--- config.mk ---
export PLATFORM = sky130hd
export DESIGN_NAME = pipe_stage_reg_flat
export DESIGN_NICKNAME = d
export VERILOG_FILES = /design/src/rtl/cpu_pipe_pkg.sv /design/src/rtl/pipe_stage_reg_if.sv /design/src/rtl/sat_counter.sv /design/src/rtl/pipe_stage_reg.sv /design/src/flat_wrapper.sv
export SDC_FILE = /design/constraint.sdc
export NUM_CORES = 1
export LEC_CHECK = 0
export CAP_MARGIN = 30
export CELL_PAD_IN_SITES_DETAIL_PLACEMENT = 1
export CELL_PAD_IN_SITES_GLOBAL_PLACEMENT = 2
export CORE_UTILIZATION = 19
export CTS_CLUSTER_DIAMETER = 80
export CTS_CLUSTER_SIZE = 28
export DETAILED_ROUTE_END_ITERATION = 12
export HOLD_SLACK_MARGIN = 0.08
export PLACE_DENSITY = 0.84
export SYNTH_ARGS = -nofsm -noshare
export SYNTH_HDL_FRONTEND = slang
export SYNTH_SLANG_ARGS = --single-unit
--- constraint.sdc ---
create_clock -name clk -period 1.7 [get_ports clk]
set_input_delay 0.255 -clock clk [delete_from_list [all_inputs] [get_ports clk]]
set_output_delay 0.255 -clock clk [all_outputs]
set_load 0.03 [all_outputs]
--- src/rtl/cpu_pipe_pkg.sv ---
// Shared definitions for the CPU pipeline stage registers: default widths,
// bundle field placement and control-bit positions.
package cpu_pipe_pkg;

    // Default bundle and counter widths.
    localparam int DEF_DATA_W = 128;
    localparam int DEF_CTRL_W = 16;
    localparam int DEF_CNT_W  = 16;

    // ID/EX datapath bundle placement (msb/lsb of each field).
    localparam int IDEX_PC_MSB    = 127;
    localparam int IDEX_PC_LSB    = 96;
    localparam int IDEX_INSTR_MSB = 95;
    localparam int IDEX_INSTR_LSB = 64;
    localparam int IDEX_RD1_MSB   = 63;
    localparam int IDEX_RD1_LSB   = 48;
    localparam int IDEX_RD2_MSB   = 47;
    localparam int IDEX_RD2_LSB   = 32;
    localparam int IDEX_IMM_MSB   = 31;
    localparam int IDEX_IMM_LSB   = 0;

    // Control bundle bit positions.
    localparam int CTRL_REGW       = 0;
    localparam int CTRL_MEMW       = 1;
    localparam int CTRL_MEMR       = 2;
    localparam int CTRL_MEM2R      = 3;
    localparam int CTRL_REGDST     = 4;
    localparam int CTRL_ALUSRC     = 5;
    localparam int CTRL_PCWR       = 6;
    localparam int CTRL_PCSRC_LSB  = 7;
    localparam int CTRL_PCSRC_MSB  = 8;
    localparam int CTRL_ALUCTL_LSB = 9;
    localparam int CTRL_ALUCTL_MSB = 13;

    // Per-cycle action applied to a stage register (reset is handled apart).
    typedef enum logic [1:0] {
        ACT_LOAD   = 2'd0,
        ACT_HOLD   = 2'd1,
        ACT_BUBBLE = 2'd2
    } stage_act_e;

    // Flush beats stall; stall beats a normal load.
    function automatic stage_act_e decode_act(input logic stall, input logic flush);
        if (flush)      return ACT_BUBBLE;
        else if (stall) return ACT_HOLD;
        else            return ACT_LOAD;
    endfunction

endpackage

--- src/rtl/pipe_stage_reg_if.sv ---
// Handshake/bundle interface between two adjacent pipeline stages.
interface pipe_stage_reg_if #(
    parameter int DATA_W = 128,
    parameter int CTRL_W = 16
);
    logic              in_valid;
    logic [DATA_W-1:0] in_data;
    logic [CTRL_W-1:0] in_ctrl;
    logic              out_valid;
    logic [DATA_W-1:0] out_data;
    logic [CTRL_W-1:0] out_ctrl;

    // Upstream/driving side.
    modport master (
        output in_valid, in_data, in_ctrl,
        input  out_valid, out_data, out_ctrl
    );

    // The stage register itself.
    modport slave (
        input  in_valid, in_data, in_ctrl,
        output out_valid, out_data, out_ctrl
    );
endinterface

--- src/rtl/sat_counter.sv ---
// Saturating event counter with synchronous clear; clear wins over increment.
module sat_counter #(
    parameter int CNT_W = 16
) (
    input  logic             clk,
    input  logic             rst,
    input  logic             clr_i,
    input  logic             inc_i,
    output logic [CNT_W-1:0] count_o
);
    logic [CNT_W-1:0] count_q, count_d;

    // Next count: clear, else step unless already at all-ones.
    always_comb begin
        count_d = count_q;
        if (clr_i)
            count_d = '0;
        else if (inc_i && (count_q != {CNT_W{1'b1}}))
            count_d = count_q + 1'b1;
    end

    // Count register with synchronous reset.
    always_ff @(posedge clk) begin
        if (rst) count_q <= '0;
        else     count_q <= count_d;
    end

    assign count_o = count_q;
endmodule

--- src/rtl/pipe_stage_reg.sv ---
// Generic pipeline stage register: load / hold (stall) / bubble (flush),
// with control gated by valid and saturating stall/flush debug counters.
module pipe_stage_reg
    import cpu_pipe_pkg::*;
#(
    parameter int DATA_W     = DEF_DATA_W,
    parameter int CTRL_W     = DEF_CTRL_W,
    parameter bit CLEAR_DATA = 1'b0,
    parameter int CNT_W      = DEF_CNT_W
) (
    input  logic             clk,
    input  logic             rst,
    pipe_stage_reg_if.slave  bus,
    input  logic             stall,
    input  logic             flush,
    input  logic             cnt_clr,
    output logic [CNT_W-1:0] stall_cnt,
    output logic [CNT_W-1:0] flush_cnt
);
    stage_act_e        act;
    logic              valid_q, valid_d;
    logic [DATA_W-1:0] data_q,  data_d;
    logic [CTRL_W-1:0] ctrl_q,  ctrl_d;

    assign act = decode_act(stall, flush);

    // Next-state for the stage contents; control never survives without valid.
    always_comb begin
        valid_d = valid_q;
        data_d  = data_q;
        ctrl_d  = ctrl_q;
        case (act)
            ACT_LOAD: begin
                valid_d = bus.in_valid;
                data_d  = bus.in_data;
                ctrl_d  = bus.in_valid ? bus.in_ctrl : '0;
            end
            ACT_BUBBLE: begin
                valid_d = 1'b0;
                ctrl_d  = '0;
                // Data is don't-care once invalid; only clear it when asked to.
                if (CLEAR_DATA) data_d = '0;
            end
            default: ;  // ACT_HOLD keeps everything, including a valid instruction
        endcase
    end

    // Stage registers; reset clears data too, whatever CLEAR_DATA says.
    always_ff @(posedge clk) begin
        if (rst) begin
            valid_q <= 1'b0;
            data_q  <= '0;
            ctrl_q  <= '0;
        end else begin
            valid_q <= valid_d;
            data_q  <= data_d;
            ctrl_q  <= ctrl_d;
        end
    end

    assign bus.out_valid = valid_q;
    assign bus.out_data  = data_q;
    assign bus.out_ctrl  = ctrl_q;

    // A stall masked by a flush is not a hold, so it is not counted.
    sat_counter #(.CNT_W(CNT_W)) u_stall_cnt (
        .clk     (clk),
        .rst     (rst),
        .clr_i   (cnt_clr),
        .inc_i   (act == ACT_HOLD),
        .count_o (stall_cnt)
    );

    sat_counter #(.CNT_W(CNT_W)) u_flush_cnt (
        .clk     (clk),
        .rst     (rst),
        .clr_i   (cnt_clr),
        .inc_i   (act == ACT_BUBBLE),
        .count_o (flush_cnt)
    );
endmodule

--- src/flat_wrapper.sv ---
// flat-port wrapper written by rule: the top's interface ports become plain ports
module pipe_stage_reg_flat import cpu_pipe_pkg::*;
#(
    parameter int DATA_W     = DEF_DATA_W,
    parameter int CTRL_W     = DEF_CTRL_W,
    parameter bit CLEAR_DATA = 1'b0,
    parameter int CNT_W      = DEF_CNT_W
)
  (clk, rst, stall, flush, cnt_clr, stall_cnt, flush_cnt, bus_in_valid, bus_in_data, bus_in_ctrl, bus_out_valid, bus_out_data, bus_out_ctrl);
  pipe_stage_reg_if #(.DATA_W(DATA_W), .CTRL_W(CTRL_W)) bus_i ();
  input  logic clk;
  input  logic rst;
  input  logic stall;
  input  logic flush;
  input  logic cnt_clr;
  output logic [CNT_W-1:0] stall_cnt;
  output logic [CNT_W-1:0] flush_cnt;
  input wire logic [$bits(bus_i.in_valid)-1:0] bus_in_valid;
  input wire logic [$bits(bus_i.in_data)-1:0] bus_in_data;
  input wire logic [$bits(bus_i.in_ctrl)-1:0] bus_in_ctrl;
  output wire logic [$bits(bus_i.out_valid)-1:0] bus_out_valid;
  output wire logic [$bits(bus_i.out_data)-1:0] bus_out_data;
  output wire logic [$bits(bus_i.out_ctrl)-1:0] bus_out_ctrl;
  assign bus_i.in_valid = bus_in_valid;
  assign bus_i.in_data = bus_in_data;
  assign bus_i.in_ctrl = bus_in_ctrl;
  assign bus_out_valid = bus_i.out_valid;
  assign bus_out_data = bus_i.out_data;
  assign bus_out_ctrl = bus_i.out_ctrl;
  pipe_stage_reg #(.DATA_W(DATA_W), .CTRL_W(CTRL_W), .CLEAR_DATA(CLEAR_DATA), .CNT_W(CNT_W)) u_core (.clk(clk), .rst(rst), .bus(bus_i), .stall(stall), .flush(flush), .cnt_clr(cnt_clr), .stall_cnt(stall_cnt), .flush_cnt(flush_cnt));
endmodule
# After elaboration in Yosys (flattened, before gate mapping)
# Index checks and enable logic that the tools add are counted.
# Widths: inputs -> output; s select.
dict set report word_totals {
  in_bits 150
  regBits 177
  elab_cells 21
}
dict set report op_classes {
  reduce_logical 5
  muxes 5
  eq_ne 4
  add_sub_neg 2
}
# operator count
set op_table {}
lappend op_table {{$add 16x1->16 const B} 2}
lappend op_table {{$ne 16x16->1 const B} 2}
lappend op_table {{$pmux 16 s2} 1}
lappend op_table {{$mux 16} 1}
lappend op_table {{$eq 2x1->1 const B} 1}
lappend op_table {{$eq 2x2->1 const B} 1}
lappend op_table {{$logic_and 1x1->1} 2}
lappend op_table {{$logic_not 2->1} 1}
lappend op_table {{$mux 2} 1}
lappend op_table {{$pmux 1 s2} 1}
lappend op_table {{$reduce_bool 2->1} 1}
lappend op_table {{$reduce_or 2->1} 1}
lappend op_table {{$mux 1} 1}

# Depth between registers and ports, before layout
dict set report logic_depth {
  depth_word 4
  depth_mapped 7
}

# By module
# A second synthesis with hierarchy kept.
dict set report hier_totals {
  cells_unflattened 864
  hier_area_um2 7842.5
}
# mod instances cells_each area_per_inst_um2
set modules_own_cells {}
lappend modules_own_cells {pipe_stage_reg 1 660 6008.3}
lappend modules_own_cells {sat_counter 2 102 917.1}

# Worst setup path after synthesis
# OpenSTA, ideal clock, no wires.
dict set report synth_timing {
  path_kind {register -> register}
  start {register u_core.u_stall_cnt.count_q[4], in the netlist u_core.u_stall_cnt.count_o[4]}
  end {register u_core.u_stall_cnt.count_q[15], in the netlist u_core.u_stall_cnt.count_o[15]}
  arrival_ps 1711
  n_path_buf 0
  synth_period_minus_slack_ps 1828
  path_stages_with_launch 5
  required_time_ps 1584
  slack_ps -128
  path_cell_list {dfxtp_1 > nand4_4 > or2_4 > or4_1 > o211a_1}
}
dict set report synth_via {
  elab_chain_cells 2
}
# item line
set synth_rtl {}
lappend synth_rtl {{start: declaration} sat_counter.sv:11} ;# logic [CNT_W-1:0] count_q, count_d;
lappend synth_rtl {{start signal: assignment} sat_counter.sv:25} ;# else count_q <= count_d;
lappend synth_rtl {{parallel branches: the longest is 2 deep, another holds $add 16x1->16} n/a}
# Several ways; the timed one is not identified.
# A chain may end at the register's enable or synchronous reset.

# Worst setup path after layout
dict set report layout_timing {
  start {register u_core.u_stall_cnt.count_q[0], in the netlist u_core.u_stall_cnt.count_o[0]}
  end {register u_core.u_stall_cnt.count_q[9], in the netlist u_core.u_stall_cnt.count_o[9]}
}
# Same word-level chain as after synthesis.

==> results_dict.tcl <==
set metrics [dict create \
    finalCritPeriodShare_pct 101 \
    cp_top_family "simple AND/OR/NAND/NOR gates" \
    wl_per_cell_um 15.8 \
    violations "negative setup slack" \
    p_leak_nw 4.91 \
    pre_cts_slack_ns -0.288 \
    layout_min_cycle_time_ns 1.71 \
    die_w_um 188 \
    placementRows 67 \
    fin_cells 1628 \
    rsz0062_at_grt "true" \
    syn_nets 957 \
    cts.sinks 177 \
    fmaxAchievable_ghz 0.585 \
    drt-pass1-iter-count 4 \
    hold_viol_final 0 \
    cap_violations 0 \
    vias 6966 \
    worstHoldPathCells 3 \
    async_flop_share_pct 0 \
    slew_headroom_pct 42.3 \
    power.density_nw_per_um2 848 \
    coreArea_um2 33800 \
    holdPathEnd "u_core.u_stall_cnt.count_o[10]$_SDFFE_PP0P_" \
    endpoint_kind "flop" \
    synth.area.top_cells "dfxtp_1 (54%), nand2_1 (15%), a21oi_1 (11%)" \
    crit_chain "buf_4, and4_1, nand2_1, buf_4, or4_1, a21oi_1" \
    ios 327 \
    crit_required_ns 2.06 \
    worst-r2r-setup-slack_ns -0.009 \
    drive_gt1_share_pct 11.3 \
    antenna_found_initial 2 \
    yosys_register_bits 177 \
    grt_pass1_wl_um 40100 \
    io_buffers 326 \
    hold_buffers 0 \
    crit-reg2reg-launch "u_core.u_stall_cnt.count_o[0]$_SDFFE_PP0P_" \
    final.setup.worst_slack_ns -0.00855 \
    globalplace.congestion 0.780 \
    cts_buffers 17 \
    slowest_delay_ns 0.51 \
    syn-cell-area_um2 6570 \
    drt-total-wl_um 25600 \
    yosysTopAreaCell "dfxtp_1" \
    maxSlewViolCount 0 \
    dpl.cell_count 1595 \
    grt_usage_pct 14.6 \
    cp_max_fo 11 \
    place_hpwl_um 18900 \
    clock_latency_ns 0.44 \
    cp_slowest_cell "or4_1" \
    grt_overflow 0 \
    clk_pin_slew_worst_paths_ns 0.07 \
    cts_buffer_depth 2 \
    r2r_cells 6 \
    die_h_um 188 \
    synth_top_cell_area_share_pct 54.0 \
    skew_ns 0.00722 \
    setup_viol 1 \
    syn_area_per_cell_um2 8.16 \
    hp-start "rst" \
    drc 0 \
    ant_nets 0 \
    path_common_cell "buf_4" \
    hp-class "input pin to flop" \
    crit_path_start_kind "flop" \
    vdd_drop_max_uv 685 \
    ys_warn_count 0 \
    ys_seq_area_share_pct 54.0 \
    ys_types 45 \
    area_growth_pct 72.1 \
    htree_levels 4 \
    postSynthCellCount 805 \
    critPathBufInv 2 \
    initialDrtViolationCount 201 \
    status "finished, violations left" \
    routed_via_density 4.28 \
    dieArea_um2 35300 \
    grt_pass1_vias 7211 \
    grt_max_degree 146 \
    fin_setup_tns_ns -0.00855 \
    r2r_end "u_core.u_stall_cnt.count_o[9]$_SDFFE_PP0P_" \
    synth_edf_count 0 \
    nets 1319 \
    cts_tree "yes" \
    start_util_pct 19.4 \
    crit_arrival_ns 2.07 \
    tightest_slew_ns 0.865 \
    worstSetupPathType "flop to flop" \
    synth_ff_type "dfxtp_1" \
    clock-root-buffer "clkbuf_16" \
]
[power by group]
group          internal [mW]  switching, mW  leakage (nW)
Combinational          0.634          0.751          3.20
Clock                   2.06           1.77         0.259
Sequential              4.29         0.0677          1.45
Total                   6.99           2.59          4.91
[worst max path at each step]
stage                     slack [ns]                                       start                                           to  cells past startpoint
after global routing           -0.07  u_core.u_stall_cnt.count_o[0]$_SDFFE_PP0P_   u_core.u_stall_cnt.count_o[9]$_SDFFE_PP0P_                      6
after CTS                      0.003  u_core.u_stall_cnt.count_o[0]$_SDFFE_PP0P_   u_core.u_stall_cnt.count_o[9]$_SDFFE_PP0P_                      6
final                         -0.009  u_core.u_stall_cnt.count_o[0]$_SDFFE_PP0P_   u_core.u_stall_cnt.count_o[9]$_SDFFE_PP0P_                      6
after floorplan                0.001  u_core.u_stall_cnt.count_o[2]$_SDFFE_PP0P_  u_core.u_stall_cnt.count_o[11]$_SDFFE_PP0P_                      5
after detailed placement       -0.29                                       flush   u_core.u_stall_cnt.count_o[9]$_SDFFE_PP0P_                      6
after global placement         -0.23                                       flush  u_core.u_flush_cnt.count_o[12]$_SDFFE_PP0P_                      5
[repair_timing]
item | in CTS | in global routing
pin swaps | 0 | 1
setup endpoints to repair | 177 | 13
gates resized for setup | 178 | 7
gates cloned | 0 | 0
setup buffers | 0 | 1
[state kept, by name, indices dropped and copies added (netlist names)]
signal / cells
u_core.bus.out_ctrl: 16
u_core.bus.out_data: 128
u_core.bus.out_valid: 1
u_core.u_flush_cnt.count_o: 16
u_core.u_stall_cnt.count_o: 16
[area by class of cell]
type	count	area [um2]
fill	3992	22500
timing repair buffer	398	3750
sequential	177	3570
multi-input combinational	570	2850
tap	448	561
clock buffer	20	447
clock inverter	11	109
inverter	3	11.3
antenna	1	2.50
[synth_stat cells, types with 3 or more instances]
library cell / n
a22oi_1: 16
dfxtp_1: 177
inv_1: 3
nor4_1: 4
o21ai_0: 13
nand3_1: 12
o31ai_1: 5
clkbuf_1: 50
nor3_1: 6
or3_1: 8
xor2_1: 3
nand2_1: 270
nor2_1: 29
o41ai_1: 4
mux2i_1: 3
a21oi_1: 144
nand4_1: 6
buf_2: 3
or4_1: 6
and3_1: 3
[per-stage QoR]
step	hold slack [ns]	area [um2]	power [mW]	utilization [%]
2_1_floorplan	0.391	6600	5.08	-
3_3_place_gp	0.441	10900	5.95	32.3
3_5_place_dp	0.447	10900	5.97	32.3
4_1_cts	0.195	11300	9.81	33.3
5_1_grt	0.209	11300	10.0	33.4
6_report	0.214	11300	9.58	33.5
[layout by cell type (no fill, tap or decap), types with 8 or more instances in the layout]
cell and count:
buf_4 59, dfxtp_2 13, o21ai_0 13, dfxtp_1 162, nand3_1 12, a22oi_1 16, nand2_1 270, clkbuf_16 17
dlygate4sd2_1 176, or3_1 8, clkdlybuf4s50_1 148, a21oi_1 144, nor2_1 28, buf_12 14
[routing by layer]
layer  vias to the layer above  global-route usage (%)  wire (um)
li1                       3447                       -          -
met1                      3289                    16.2      10600
met2                       210                    25.5      12700
met3                        18                    5.75       2050
met4                         2                    4.41        301
met5                         -                       0         12
[tightest hold or removal path: cells and delay by family]
kind | cells | cell delay (ns)
buf+inv | 1 | 0.10
simple gates | 1 | 0.21
compound gates | 1 | 0.06
[cells by family (layout without fill, tap and decap cells)]
family                   count (synthesis)  in the layout  synth area share (%)
multiplexers                             3              3                 0.457
buffers and inverters                   58            432                  3.37
flip-flops                             177            177                  54.0
other                                    0              1                     0
AND/OR/NAND/NOR                        362            362                  24.0
AO/OA/AOI/OAI                          200            200                  17.4
adder cells (fa/ha/maj)                  2              2                 0.381
XOR/XNOR                                 3              3                 0.400
Power figures use the tool's default switching activity.
